File: config.mk
export PLATFORM = sky130hd
export DESIGN_NAME = universal_shift_reg
export DESIGN_NICKNAME = d
export VERILOG_FILES = /design/src/rtl/universal_shift_reg.sv
export SDC_FILE = /design/constraint.sdc
export NUM_CORES = 1
export LEC_CHECK = 0
export CORE_UTILIZATION = 25
export DETAILED_ROUTE_END_ITERATION = 6
export SYNTH_ARGS = -nofsm -noshare
export SYNTH_HDL_FRONTEND = slang
export SYNTH_SLANG_ARGS = --single-unit
File: constraint.sdc
create_clock -name clk -period 2.2 [get_ports clk]
set_clock_uncertainty 0.1 [all_clocks]
set_input_delay 0.33 -clock clk [delete_from_list [all_inputs] [get_ports clk]]
set_output_delay 0.33 -clock clk [all_outputs]
set_load 0.02 [all_outputs]
File: src/rtl/universal_shift_reg.sv
// universal_shift_reg: a register that supports parallel load and multi-step shifts.
// One start request performs 'amt' single-bit shifts, one per clock, either left
// (toward the MSB) or right (toward the LSB). The bit shifted out of the register
// is captured in sout, and done pulses for one cycle when the operation finishes.
// Optional feature: define USR_ROTATE_EN to add a 'rot' input. When rot is set,
// the bit shifted out is fed back into the vacated position instead of sin.
module universal_shift_reg #(
  parameter int WIDTH = 8,
  parameter int AMT_W = 3
) (
  input  logic             clk,
  input  logic             rst_n,
  input  logic             load,
  input  logic [WIDTH-1:0] d,
  input  logic             start,
  input  logic             dir,
  input  logic [AMT_W-1:0] amt,
  input  logic             sin,
`ifdef USR_ROTATE_EN
  input  logic             rot,
`endif
  output logic [WIDTH-1:0] q,
  output logic             sout,
  output logic             busy,
  output logic             done
);

  typedef enum logic [1:0] {IDLE, SHIFT, DONE} state_t;

  state_t           state_q, state_d;
  logic [WIDTH-1:0] q_q, q_d;
  logic             sout_q, sout_d;
  logic [AMT_W-1:0] cnt_q, cnt_d;
  logic             dir_q, dir_d;
  logic             rot_q, rot_d;
  logic             rot_in;
  logic             exit_bit;
  logic             fill_bit;
  logic [WIDTH-1:0] shifted;

`ifdef USR_ROTATE_EN
  assign rot_in = rot;
`else
  assign rot_in = 1'b0;
`endif

  // One-position shift of the current contents using the direction and fill mode latched at start
  always_comb begin
    exit_bit = dir_q ? q_q[0] : q_q[WIDTH-1];
    fill_bit = rot_q ? exit_bit : sin;
    shifted  = dir_q ? {fill_bit, q_q[WIDTH-1:1]} : {q_q[WIDTH-2:0], fill_bit};
  end

  // Next-state logic: requests are honoured only in IDLE, and load takes priority over start
  always_comb begin
    state_d = state_q;
    q_d     = q_q;
    sout_d  = sout_q;
    cnt_d   = cnt_q;
    dir_d   = dir_q;
    rot_d   = rot_q;
    case (state_q)
      IDLE: begin
        if (load) begin
          q_d = d;
        end else if (start) begin
          if (amt != '0) begin
            cnt_d   = amt;
            dir_d   = dir;
            rot_d   = rot_in;
            state_d = SHIFT;
          end else begin
            state_d = DONE;
          end
        end
      end
      SHIFT: begin
        q_d    = shifted;
        sout_d = exit_bit;
        cnt_d  = cnt_q - AMT_W'(1);
        if (cnt_q == AMT_W'(1)) begin
          state_d = DONE;
        end
      end
      DONE: begin
        state_d = IDLE;
      end
      default: begin
        state_d = IDLE;
      end
    endcase
  end

  // State and datapath registers, cleared immediately by reset
  always_ff @(posedge clk or negedge rst_n) begin
    if (!rst_n) begin
      state_q <= IDLE;
      q_q     <= '0;
      sout_q  <= 1'b0;
      cnt_q   <= '0;
      dir_q   <= 1'b0;
      rot_q   <= 1'b0;
    end else begin
      state_q <= state_d;
      q_q     <= q_d;
      sout_q  <= sout_d;
      cnt_q   <= cnt_d;
      dir_q   <= dir_d;
      rot_q   <= rot_d;
    end
  end

  assign q    = q_q;
  assign sout = sout_q;
  assign busy = (state_q == SHIFT);
  assign done = (state_q == DONE);

endmodule

==> run metrics, run 1 <==
outcome=complete, no violations; FF+latch count, synth=15; die height=between 60 and 70 um; Register Area=roughly 380 um2; Setup WS post-layout=just over 0.2 ns; Critical Path Start Type=flop; commonest cells after routing, fill and taps aside=clkdlybuf4s50_1, dfrtp_1, a21oi_1; Util after Layout=0.369; RR Endpoint=cnt_q[2]; Post-Synthesis Net Count=around 110; Inst Count DP=between 150 and 200; DRT iter0 DRCs=27; die area=3800 um2; GPL Wtd Cong=slightly above 0.7; FMAX=roughly 0.5 GHz; vias=~770; Routed Antenna Nets=0; Final Max Tran Viols=0; Final Critical Period=~2.0 ns; die span in x=approximately 62 um; relative slew slack=0.522; worst r2r src=state_q[1]; vias per cell=4.73; Core Area=3360 um2; wire per inst=between 10 and 15 um; initial antenna violation count=0; number of clock sinks=15; dpl hpwl=1610 um; Final Hold Fails=0; Mapped Avg Cell Area=between 10 and 15 um2; peak supply drop=338 uV; Crit. End Element=primary output; HP Class=in2async; Num CTS Buffers=3; # fillers=362; CP arrival=1.57 ns; WHS=~0.37 ns; Final period util=0.907; CTS resizes=0; footprint of the multi-input gates=462 um2; GR Overflow Total=0; Cells after Synth=87; clk_lat worst skew=approximately 0.28 ns; PortBufs=27; post-synthesis cell type count=28; # IOs=28; critical path required time=about 1.8 ns; final net count=roughly 140; htree depth=1; clock root buffer=clkbuf_4; GRT Total Usage=0.122; count of final setup violators=0; CTS tree=yes; reg-to-reg setup timing slack=roughly 0.60 ns; share of cells above drive strength 1=0.111; final WL=between 2000 and 2500 um; Reg2Reg Depth=4; Final Non-Filler Cells=163; Initial Util=0.264; largest net degree at the start of global routing=22; row count=21; static leakage power=0.534 nW; most common cell after layout, fill and taps aside=clkdlybuf4s50_1; Area growth syn-to-layout=39.6%; Worst-path clk slew=approximately 0.09 ns; Yosys Warn Count=0; Setup CP Type=reg2out; first-pass GRT wire length=~3400 um; ANT cells=0; drt drc=0; Setup TNS=0 ns; sequential share of the synthesized area=0.423; CTS max path bufs=2; DP Worst Slack=about 0.37 ns; Setup Buffers After CTS=0; pwr/cell area=between 1000 and 1500 nW/um2; max capacitance violation total=0; vias in the first global route=approximately 740; crit-path max FO=6; worst slew pin tran=about 0.71 ns; TritonRoute pass-1 iters=4; RSZ-0062 raised after global routing=false; Hold-fix buffers, CTS=0; Synth Cell Area=888 um2
## synth_stat cells, drive strengths merged
library cell,n,share of area
buf,5,0.041
a21o,8,0.068
mux2,1,0.013
nor2,4,0.017
nand2,1,0.0042
o32a,1,0.013
ha,2,0.028
dfrtp,15,0.42
or3,1,0.0070
mux2i,10,0.11
nor3b,1,0.014
a211o,1,0.0099
clkbuf,1,0.0042
a211oi,8,0.068
nor3,2,0.011
o221a,1,0.013
nor4,1,0.0070
o21ai,3,0.017
a21oi,12,0.068
nor2b,1,0.0070
nand2b,1,0.0070
inv,3,0.013
or3b,1,0.0099
a22oi,2,0.017
xnor2,1,0.0099
## worst max-delay path by stage
stage | startpoint | endpoint | slack (ns) | depth (start not counted)
6_report | state_q[1] | busy | 0.20 | 2
5_1_grt | state_q[1] | busy | 0.11 | 2
4_1_cts | state_q[1] | busy | 0.16 | 2
3_5_place_dp | load | dir_q | 0.37 | 4
3_3_place_gp | load | dir_q | 0.40 | 4
2_1_floorplan | state_q[1] | cnt_q[2] | 0.86 | 3
## flip-flops by register name (all words and copies together), names as in the netlist
signal / cells
dir_q: 1
sout: 1
state_q: 2
q: 8
cnt_q: 3
## power breakdown
group / internal, mW / leakage [nW] / switching [mW] / total [mW]
registers: 0.420 / 0.173 / 0.171 / 0.591
clock network: 0.0703 / 0.0150 / 0.0916 / 0.162
logic: 0.554 / 0.345 / 0.482 / 1.04
total: 1.04 / 0.534 / 0.745 / 1.79
## metal layers
metal,vias to the layer above,part of all wire,track usage
met5,-,0,0
met2,14,0.46,0.178
met1,369,0.50,0.185
li1,386,-,-
met3,2,0.033,0.0105
met4,0,0.0090,0.0476
## logic make-up (layout without fill, tap and decap cells)
group,count (synthesis),in the layout,synth area share
compound gates,36,36,0.272
xor+xnor,1,1,0.00986
fa+ha+maj,2,2,0.0282
buf+inv,9,39,0.0577
flops,15,15,0.423
mux,11,11,0.125
simple gates,13,13,0.0845
## cell type report
| class | count | share of cell area |
|---|---|---|
| inverter | 3 | 0.00908 |
| clock buffer | 4 | 0.0212 |
| timing repair buffer | 32 | 0.248 |
| sequential | 15 | 0.303 |
| multi-input combinational | 63 | 0.372 |
| tap | 46 | 0.0464 |
## worst max-delay path, stage by stage (launching register included)
cell,delay [ns]
dfrtp_1,0.44
nor2b_1,0.21
clkdlybuf4s50_1,0.64
## metrics by stage
stage | total power, mW | area (um2)
6_report | 1.79 | 1240
5_1_grt | 1.94 | 1240
4_1_cts | 1.81 | 1240
3_5_place_dp | 1.64 | 1210
3_3_place_gp | 1.63 | 1210
2_1_floorplan | 1.28 | 888
Power figures use the tool's default switching activity.
==> inputs of run 2 (changes only) <==
--- a/config.mk
+++ b/config.mk
@@ -5,6 +5,7 @@
 export SDC_FILE = /design/constraint.sdc
 export NUM_CORES = 1
 export LEC_CHECK = 0
+export CORE_MARGIN = 5
 export CORE_UTILIZATION = 25
 export DETAILED_ROUTE_END_ITERATION = 6
 export SYNTH_ARGS = -nofsm -noshare
==> run metrics, run 2 (synthesis gave the netlist of run 1 again) <==
clk_lat worst skew=0.29 ns (about the same); FMAX=0.498 GHz (-0.55%); met3 WL=57 um (-20%); htree depth=1 (unchanged); wire per inst=13.9 um (+6.9%); Final period util=0.912 (+0.00503); outcome=complete, no violations; final WL=2270 um (+6.9%); row count=21 (unchanged); PnR Total Power=1.80 mW (+0.56%); highest metal used=met4; dpl hpwl=1800 um (+12%); drt drc=0 (unchanged); relative slew slack=0.549 (+0.0262); met2 routed WL=1190 um (+22%); initial antenna violation count=0 (unchanged); max capacitance violation total=0 (unchanged); most common cell after layout, fill and taps aside=clkdlybuf4s50_1; Routed Antenna Nets=0 (unchanged); Num CTS Buffers=3 (unchanged); # IOs=28 (unchanged); # fillers=364 (+0.55%); final net count=137 (unchanged); DP Worst Slack=0.325 ns (-0.0427 ns); vias per cell=4.80 (+1.6%); die area=4850 um2 (+28%); die span in x=69.6 um (+13%); static leakage power=0.536 nW (+0.51%); Critical Path Start Type=flop; Setup WS post-layout=0.193 ns (-0.0111 ns); die height=69.6 um (+13%); Final Critical Period=2.01 ns (+0.0111 ns); largest net degree at the start of global routing=18 (-18%); critical path required time=1.77 ns (about the same); clock root buffer=clkbuf_4; GPL Wtd Cong=0.814 (+13%); count of final setup violators=0 (unchanged); GR Overflow Total=0 (unchanged); DRT iter0 DRCs=60 (+120%); ANT cells=0 (unchanged); HP Class=in2async; GRT Total Usage=0.0971 (-0.0252); WL met1=1000 um (-4.9%); pwr/cell area=1450 nW/um2 (+0.46%); CP peak stage delay=0.63 ns (about the same); CTS resizes=0 (unchanged); commonest cells after routing, fill and taps aside=clkdlybuf4s50_1, dfrtp_1, a21oi_1; number of flip-flops under the largest register name=8 (unchanged); Final Max Tran Viols=0 (unchanged); Setup Buffers After CTS=0 (unchanged); vias in the first global route=825 (+12%); Crit. End Element=primary output; Slowest-stage cell, CP=clkdlybuf4s50_1; peak supply drop=406 uV (+20%); Core Area=3390 um2 (+0.78%); Final Hold Fails=0 (unchanged); Hold-fix buffers, CTS=0 (unchanged); CP arrival=1.58 ns (about the same); vias=783 (+1.6%); Area growth syn-to-layout=39.7%; TritonRoute pass-1 iters=2 (-2); CP Buf/Inv Count=1 (unchanged); crit-path leading delay family=buffers and inverters; CTS max path bufs=2 (unchanged); PortBufs=27 (unchanged); number of clock sinks=15 (unchanged); CTS tree=yes; Setup CP Type=reg2out; Worst-path clk slew=0.09 ns (about the same); Initial Util=0.262 (-0.00205); worst slew pin tran=0.675 ns (-0.0392 ns); RSZ-0062 raised after global routing=false; Setup TNS=0 ns (unchanged); CP cell instances=nor2b_1, clkdlybuf4s50_1; crit-path max FO=7 (+1); first-pass GRT wire length=3880 um (+13%); share of cells above drive strength 1=0.120 (+0.00855); Util after Layout=0.366 (-0.00249)
run 2: worst paths after layout:
kind	to	start	depth (start not counted)	slack, ns
worst min-delay path	q[3]	rst_n	1	0.34
max in group asynchronous	q[6]	rst_n	1	1.22
worst max-delay path	busy	state_q[0]	2	0.19
worst max register to register	cnt_q[1]	state_q[1]	4	0.63
worst min register to register	q[6]	q[6]	1	0.45
min in group clk	q[6]	q[6]	1	0.45
run 2: cell type report:
type | count | area [um2] | share of cell area
clock inverters | 1 | 5.00 | 0.00403
repair buffers | 32 | 308 | 0.248
well taps | 46 | 57.6 | 0.0464
flip-flops and latches | 15 | 375 | 0.302
multi-input cells | 63 | 462 | 0.372
inverters | 3 | 11.3 | 0.00907
clock buffers | 3 | 22.5 | 0.0181
run 2: layer usage:
layer | global-route usage | vias to the layer above
li1 | - | 386
met1 | 0.116 | 383
met2 | 0.172 | 10
met3 | 0.0246 | 4
met4 | 0.0255 | 0
met5 | 0 | -
run 2: metrics by stage:
step	hold WS [ns]	instances	cell area [um2]
floorplan	-0.0656	87	888
global placement	0.431	159	1210
detailed placement	0.427	159	1210
CTS	0.358	163	1240
global route	0.414	163	1240
finish	0.340	163	1240
run 2: where the power goes:
| part | internal [mW] | total [mW] | switching, mW | leakage [nW] |
|---|---|---|---|---|
| sequential | 0.420 | 0.602 | 0.183 | 0.173 |
| clock | 0.0677 | 0.157 | 0.0896 | 0.0177 |
| combinational | 0.555 | 1.04 | 0.485 | 0.345 |
| total | 1.04 | 1.80 | 0.757 | 0.536 |
==> inputs of run 3 (changes only) <==
--- a/config.mk
+++ b/config.mk
@@ -5,9 +5,13 @@
 export SDC_FILE = /design/constraint.sdc
 export NUM_CORES = 1
 export LEC_CHECK = 0
+export ABC_AREA = 1
+export CELL_PAD_IN_SITES_DETAIL_PLACEMENT = 0
+export CELL_PAD_IN_SITES_GLOBAL_PLACEMENT = 1
 export CORE_MARGIN = 5
 export CORE_UTILIZATION = 25
 export DETAILED_ROUTE_END_ITERATION = 6
+export PLACE_DENSITY_LB_ADDON = 0.1
 export SYNTH_ARGS = -nofsm -noshare
 export SYNTH_HDL_FRONTEND = slang
 export SYNTH_SLANG_ARGS = --single-unit
==> run metrics, run 3 <==
Area growth syn-to-layout=40.7%; Final Non-Filler Cells=226 (+39%); busiest layer in global routing=met2; TritonRoute pass-1 iters=4 (+2); sequential share of the synthesized area=0.397 (-0.0252); wire per inst=11.5 um (-18%); Setup TNS=0 ns (unchanged); Final period util=0.898 (-0.0142); row count=22 (+4.8%); Final Critical Period=1.98 ns (-0.0313 ns); GRT Total Usage=0.106 (+0.00924); count leader, synth=nand2_1; Core Area=3660 um2 (+8.0%); Routed Antenna Nets=0 (unchanged); GR Overflow Total=0 (unchanged); M3 GR Usage=0.0196 (-0.00500); final net count=198 (+45%); Worst-path clk slew=0.07 ns (-0.02 ns); Setup CP Type=reg2out; GPL Wtd Cong=0.777 (-4.6%); final WL=2590 um (+14%); pwr/cell area=1360 nW/um2 (-6.4%); Synth Cell Area=945 um2 (+6.3%); Crit. End Element=primary output; outcome=complete, no violations; most instantiated cells after synthesis=nand2_1, nor2_1, inv_1, dfrtp_1, nand3_1; dpl hpwl=1920 um (+6.9%); vias=941 (+20%); number of clock sinks=15 (unchanged); Async SR Flop Fraction=1.00 (unchanged); post-synth top area cell=dfrtp_1; Clock Power Share=0.128 (+0.041); initial antenna violation count=0 (unchanged); vias in the first global route=941 (+14%); top cells by area, synth=dfrtp_1, nand2_1, nor2_1; Inst Count DP=222 (+40%); number of flip-flops under the largest register name=8 (unchanged); CTS tree=yes; Cells after Synth=146 (+68%); drt drc=0 (unchanged); Final Max Tran Viols=0 (unchanged); Post-synth EDFFs=0 (unchanged); CTS max path bufs=2 (unchanged); htree depth=1 (unchanged); first-pass GRT wire length=4300 um (+11%); Final Hold Fails=0 (unchanged); post-synthesis cell type count=15 (-46%); critical path required time=1.77 ns (about the same); peak supply drop=383 uV (-5.7%); GR Layer Usage met2=0.176 (+0.00390); FF+latch count, synth=15 (unchanged); switching fraction of total power=0.460 (+0.0393); relative slew slack=0.753 (+0.205); Setup Buffers After CTS=0 (unchanged); commonest cells after routing, fill and taps aside=nand2_1, nor2_1, clkdlybuf4s50_1; Mapped Avg Cell Area=6.47 um2 (-37%); worst slew pin tran=0.370 ns (-0.305 ns); ANT cells=0 (unchanged); Post-Synthesis Net Count=165 (+56%); Yosys Warn Count=0 (unchanged); most common cell after layout, fill and taps aside=nand2_1; PortBufs=27 (unchanged); vias per cell=4.16 (-13%); FMAX=0.506 GHz (+1.6%); Hold-fix buffers, CTS=0 (unchanged); die height=71.5 um (+2.7%); DRT iter0 DRCs=40 (-33%); combinational power share=0.557 (-0.021); crit-path max FO=8 (+1); die area=5110 um2 (+5.4%); Initial Util=0.258 (-0.00406); # IOs=28 (unchanged); Num CTS Buffers=3 (unchanged); CP arrival=1.55 ns (-0.03 ns); Reg2Reg Depth=4 (unchanged); Switch Pwr=829 uW (+9.5%); HP Class=in2async; routing usage on met1=0.138 (+0.0220); static leakage power=0.686 nW (+28%); WHS=0.314 ns (-0.0263 ns); RSZ-0062 raised after global routing=false; die span in x=71.5 um (+2.7%); cell-internal power=973 uW (-6.6%); CTS resizes=0 (unchanged); sequential fraction of design power=0.315 (-0.020); clk_lat worst skew=0.25 ns (-0.04 ns); share of cells above drive strength 1=0.0674 (-0.0522); Critical Path Start Type=flop; clock root buffer=clkbuf_8; top cell type's share of synthesized area=0.397 (-0.0252); Primary FF master, synth=dfrtp_1; largest net degree at the start of global routing=16 (-2); count of final setup violators=0 (unchanged); max capacitance violation total=0 (unchanged)
## run 3: cell count changes after synthesis, moves of 3 or more
cell and delta:
inv_1 +23, a21oi_1 -3, mux2i_1 -10, nand2_1 +37, a211oi_1 -8, o21ai_0 +3
nand3_1 +13, a21o_1 -8, nor2_1 +25
## run 3: area by class of cell
cell class	count	area (um2)
sequential	15	375
tap	48	60.1
inverter	28	105
fill	407	2330
timing repair buffer	31	300
multi-input combinational	100	443
clock buffer	4	45.0
## run 3: per-layer routing
layer  vias to the layer above  part of all wire
li1                        505                 -
met1                       417              0.47
met3                         2             0.045
met5                         -                 0
met2                        17              0.47
met4                         0             0.011
## run 3: logic make-up after synthesis
logic type / share of synthesized area
simple gates: 0.354
buf+inv: 0.134
compound gates: 0.0887
flops: 0.397
fa+ha+maj: 0.0265
## run 3: through the flow
step           setup slack (ns)  utilization  power [mW]  instance area [um2]
5_1_grt                   0.163        0.363        1.98                 1330
4_1_cts                   0.219        0.363        1.83                 1330
2_1_floorplan             0.880            -        1.19                  945
3_3_place_gp              0.513        0.351        1.60                 1280
6_report                  0.224        0.363        1.80                 1330
3_5_place_dp              0.494        0.351        1.59                 1280
## run 3: worst paths after layout
| path | startpoint | endpoint | slack [ns] |
|---|---|---|---|
| worst min-delay path | rst_n | q[3] | 0.31 |
| min in group clk | cnt_q[1] | cnt_q[1] | 0.42 |
| max in group asynchronous | rst_n | sout | 1.50 |
| worst min register to register | cnt_q[1] | cnt_q[1] | 0.42 |
| worst max-delay path | state_q[0] | busy | 0.22 |
| worst max register to register | state_q[0] | q[0] | 0.84 |
## run 3: power groups by stage
stage / clock [mW] / combinational [mW] / sequential, mW
finish: 0.231 / 1.00 / 0.567
global route: 0.247 / 1.15 / 0.591
CTS: 0.241 / 1.02 / 0.570
detailed placement: 0 / 1.02 / 0.574
global placement: 0 / 1.03 / 0.570
floorplan: 0 / 0.570 / 0.621
## run 3: critical path, stage by stage, from the launching register on
cell and delay, ns:
dfrtp_1 0.51, inv_2 0.09, nor2_4 0.10, clkdlybuf4s50_1 0.60
==> RTL edit: new RTL, settings of run 3 <==
Change the parameter `WIDTH` from 8 to 12.
--- a/src/rtl/universal_shift_reg.sv
+++ b/src/rtl/universal_shift_reg.sv
@@ -5,7 +5,7 @@
 // Optional feature: define USR_ROTATE_EN to add a 'rot' input. When rot is set,
 // the bit shifted out is fed back into the vacated position instead of sin.
 module universal_shift_reg #(
-  parameter int WIDTH = 8,
+  parameter int WIDTH = 12,
   parameter int AMT_W = 3
 ) (
   input  logic             clk,
Interface: changed (resized d and q); port bits go from 28 to 36. The function was not compared with the original's and may differ.
==> RTL edit against run 3 <==
Final area up 26%; setup slack worse by 46 ps; routed wire length up 37%; synthesized cell count up 31%; die area up 25%; total power up 33%; sequential cell count up 4; fmax down 2.3%; combinational power up 45%; first-iteration DRC count up 25%; area after synthesis up 30%; final cell count up 30%; critical path type unchanged.
==> RTL edit: results (changes against run 3) <==
outcome=completed (unchanged); post-CTS setup buffer count=0 (unchanged); register area share after synthesis=38.82% (was 39.74%); top post-synthesis cells by area=dfrtp_1, nand2_1, nor2_1 (unchanged); Nets=250 (was 198); area post-placement=1634 um2 (was 1284 um2); initial DRC count=50 (was 40); first-pass GRT wire length=5.906 mm (was 4.298 mm); Pre-antenna DRT Iters=4 (unchanged); worst slack at placement=457.3 ps (was 493.7 ps); nonclk inv count=33 (was 28); peak supply drop=0.0003302 V (was 0.0003832 V); Multi-In Gates=130 (was 100); part of the cycle the worst path needs=91.89% (was 89.80%); Net Count, Synth=214 (was 165); post-detail-place hpwl=2.692 mm (was 1.924 mm); fraction of area in multi-input gates=33.51% (was 33.33%); post-synthesis adder-cell area fraction=2.043% (was 2.649%); Buffers on Ports=35 (was 27); post-route cell area=1680 um2 (was 1329 um2); Seq cells=19 (was 15); Worst Path Arrival=1590 ps (was 1550 ps); Reg2Reg Depth=6 (was 4); Seq/total area=28.29% (was 28.25%); Post-Syn Area per Cell=6.413 um2 (was 6.470 um2); compound-gate portion of the synthesized area=8.682% (was 8.874%); Placed Cells=289 (was 222); Unique masters post-synth=15 (unchanged); FILL cells=540 (was 407); CTS H-tree depth=1 (unchanged); WL/cell=12.14 um (was 11.48 um); leakage power=0.8578 nW (was 0.6859 nW); layout cells sized above 1=5.310% (was 6.742%); ClkCell Share=2.755% (was 3.390%); total track usage=11.71% (was 10.64%); Clk Tree Root Cell=clkbuf_8 (unchanged); maximum root-to-sink buffer count=2 (unchanged); max reg flops=12 (was 8); nonclk buf count=40 (was 31); setup slack, reg-to-reg=630 ps (was 840 ps); RePlAce Congestion=0.7594 (was 0.7766); Synth top cells by count=nand2_1, nor2_1, inv_1, dfrtp_1, nand3_1 (unchanged); XOR/XNOR Fraction of Synth Area=0% (unchanged); share of async-settable or async-resettable flops after synthesis=100.0% (unchanged); Netlist Area Pre-Place=1225 um2 (was 944.7 um2); vias after detailed routing=1224 (was 941); DR vias/cell=4.177 (was 4.164); slew margin rel.=72.59% (was 75.34%); Reg-to-Reg End=cnt_q[0] (was q[0]); CP max-delay cell=clkdlybuf4s50_1 (unchanged); pin count of the biggest net entering global routing=20 (was 16); Layout non-clock buf frac=23.08% (was 22.60%); Worst Hold Margin=317.1 ps (was 313.6 ps)
==> RTL edit: cell count changes after synthesis, moves of 2 or more <==
cell	run 3	this run
buf_4	0	2
nand3_1	13	15
buf_2	2	5
a21oi_1	9	12
inv_1	26	32
nor2_1	29	45
nand2_1	38	47
dfrtp_1	15	19
==> RTL edit: where the power goes <==
| group | internal, mW | leakage [nW] | switching, mW | total, mW |
|---|---|---|---|---|
| logic | 0.591 | 0.608 | 0.862 | 1.45 |
| clock network | 0.126 | 0.0255 | 0.129 | 0.255 |
| registers | 0.528 | 0.224 | 0.157 | 0.685 |
| total | 1.25 | 0.858 | 1.15 | 2.39 |
==> RTL edit: worst register-to-register path: stages, from the launching register on <==
cell     delay, ps
dfrtp_1        510
buf_4          250
nand2_1        240
nand2_1        130
o21ai_0        100
nand2_1         80
nand2_1         50
==> RTL edit: metal layers <==
layer	up-vias	share of wire (%)	global-route usage [%]
li1	640	-	-
met1	553	46	15.38
met2	29	47	18.87
met3	2	6.0	2.483
met4	0	0.67	4.054
met5	-	0	0
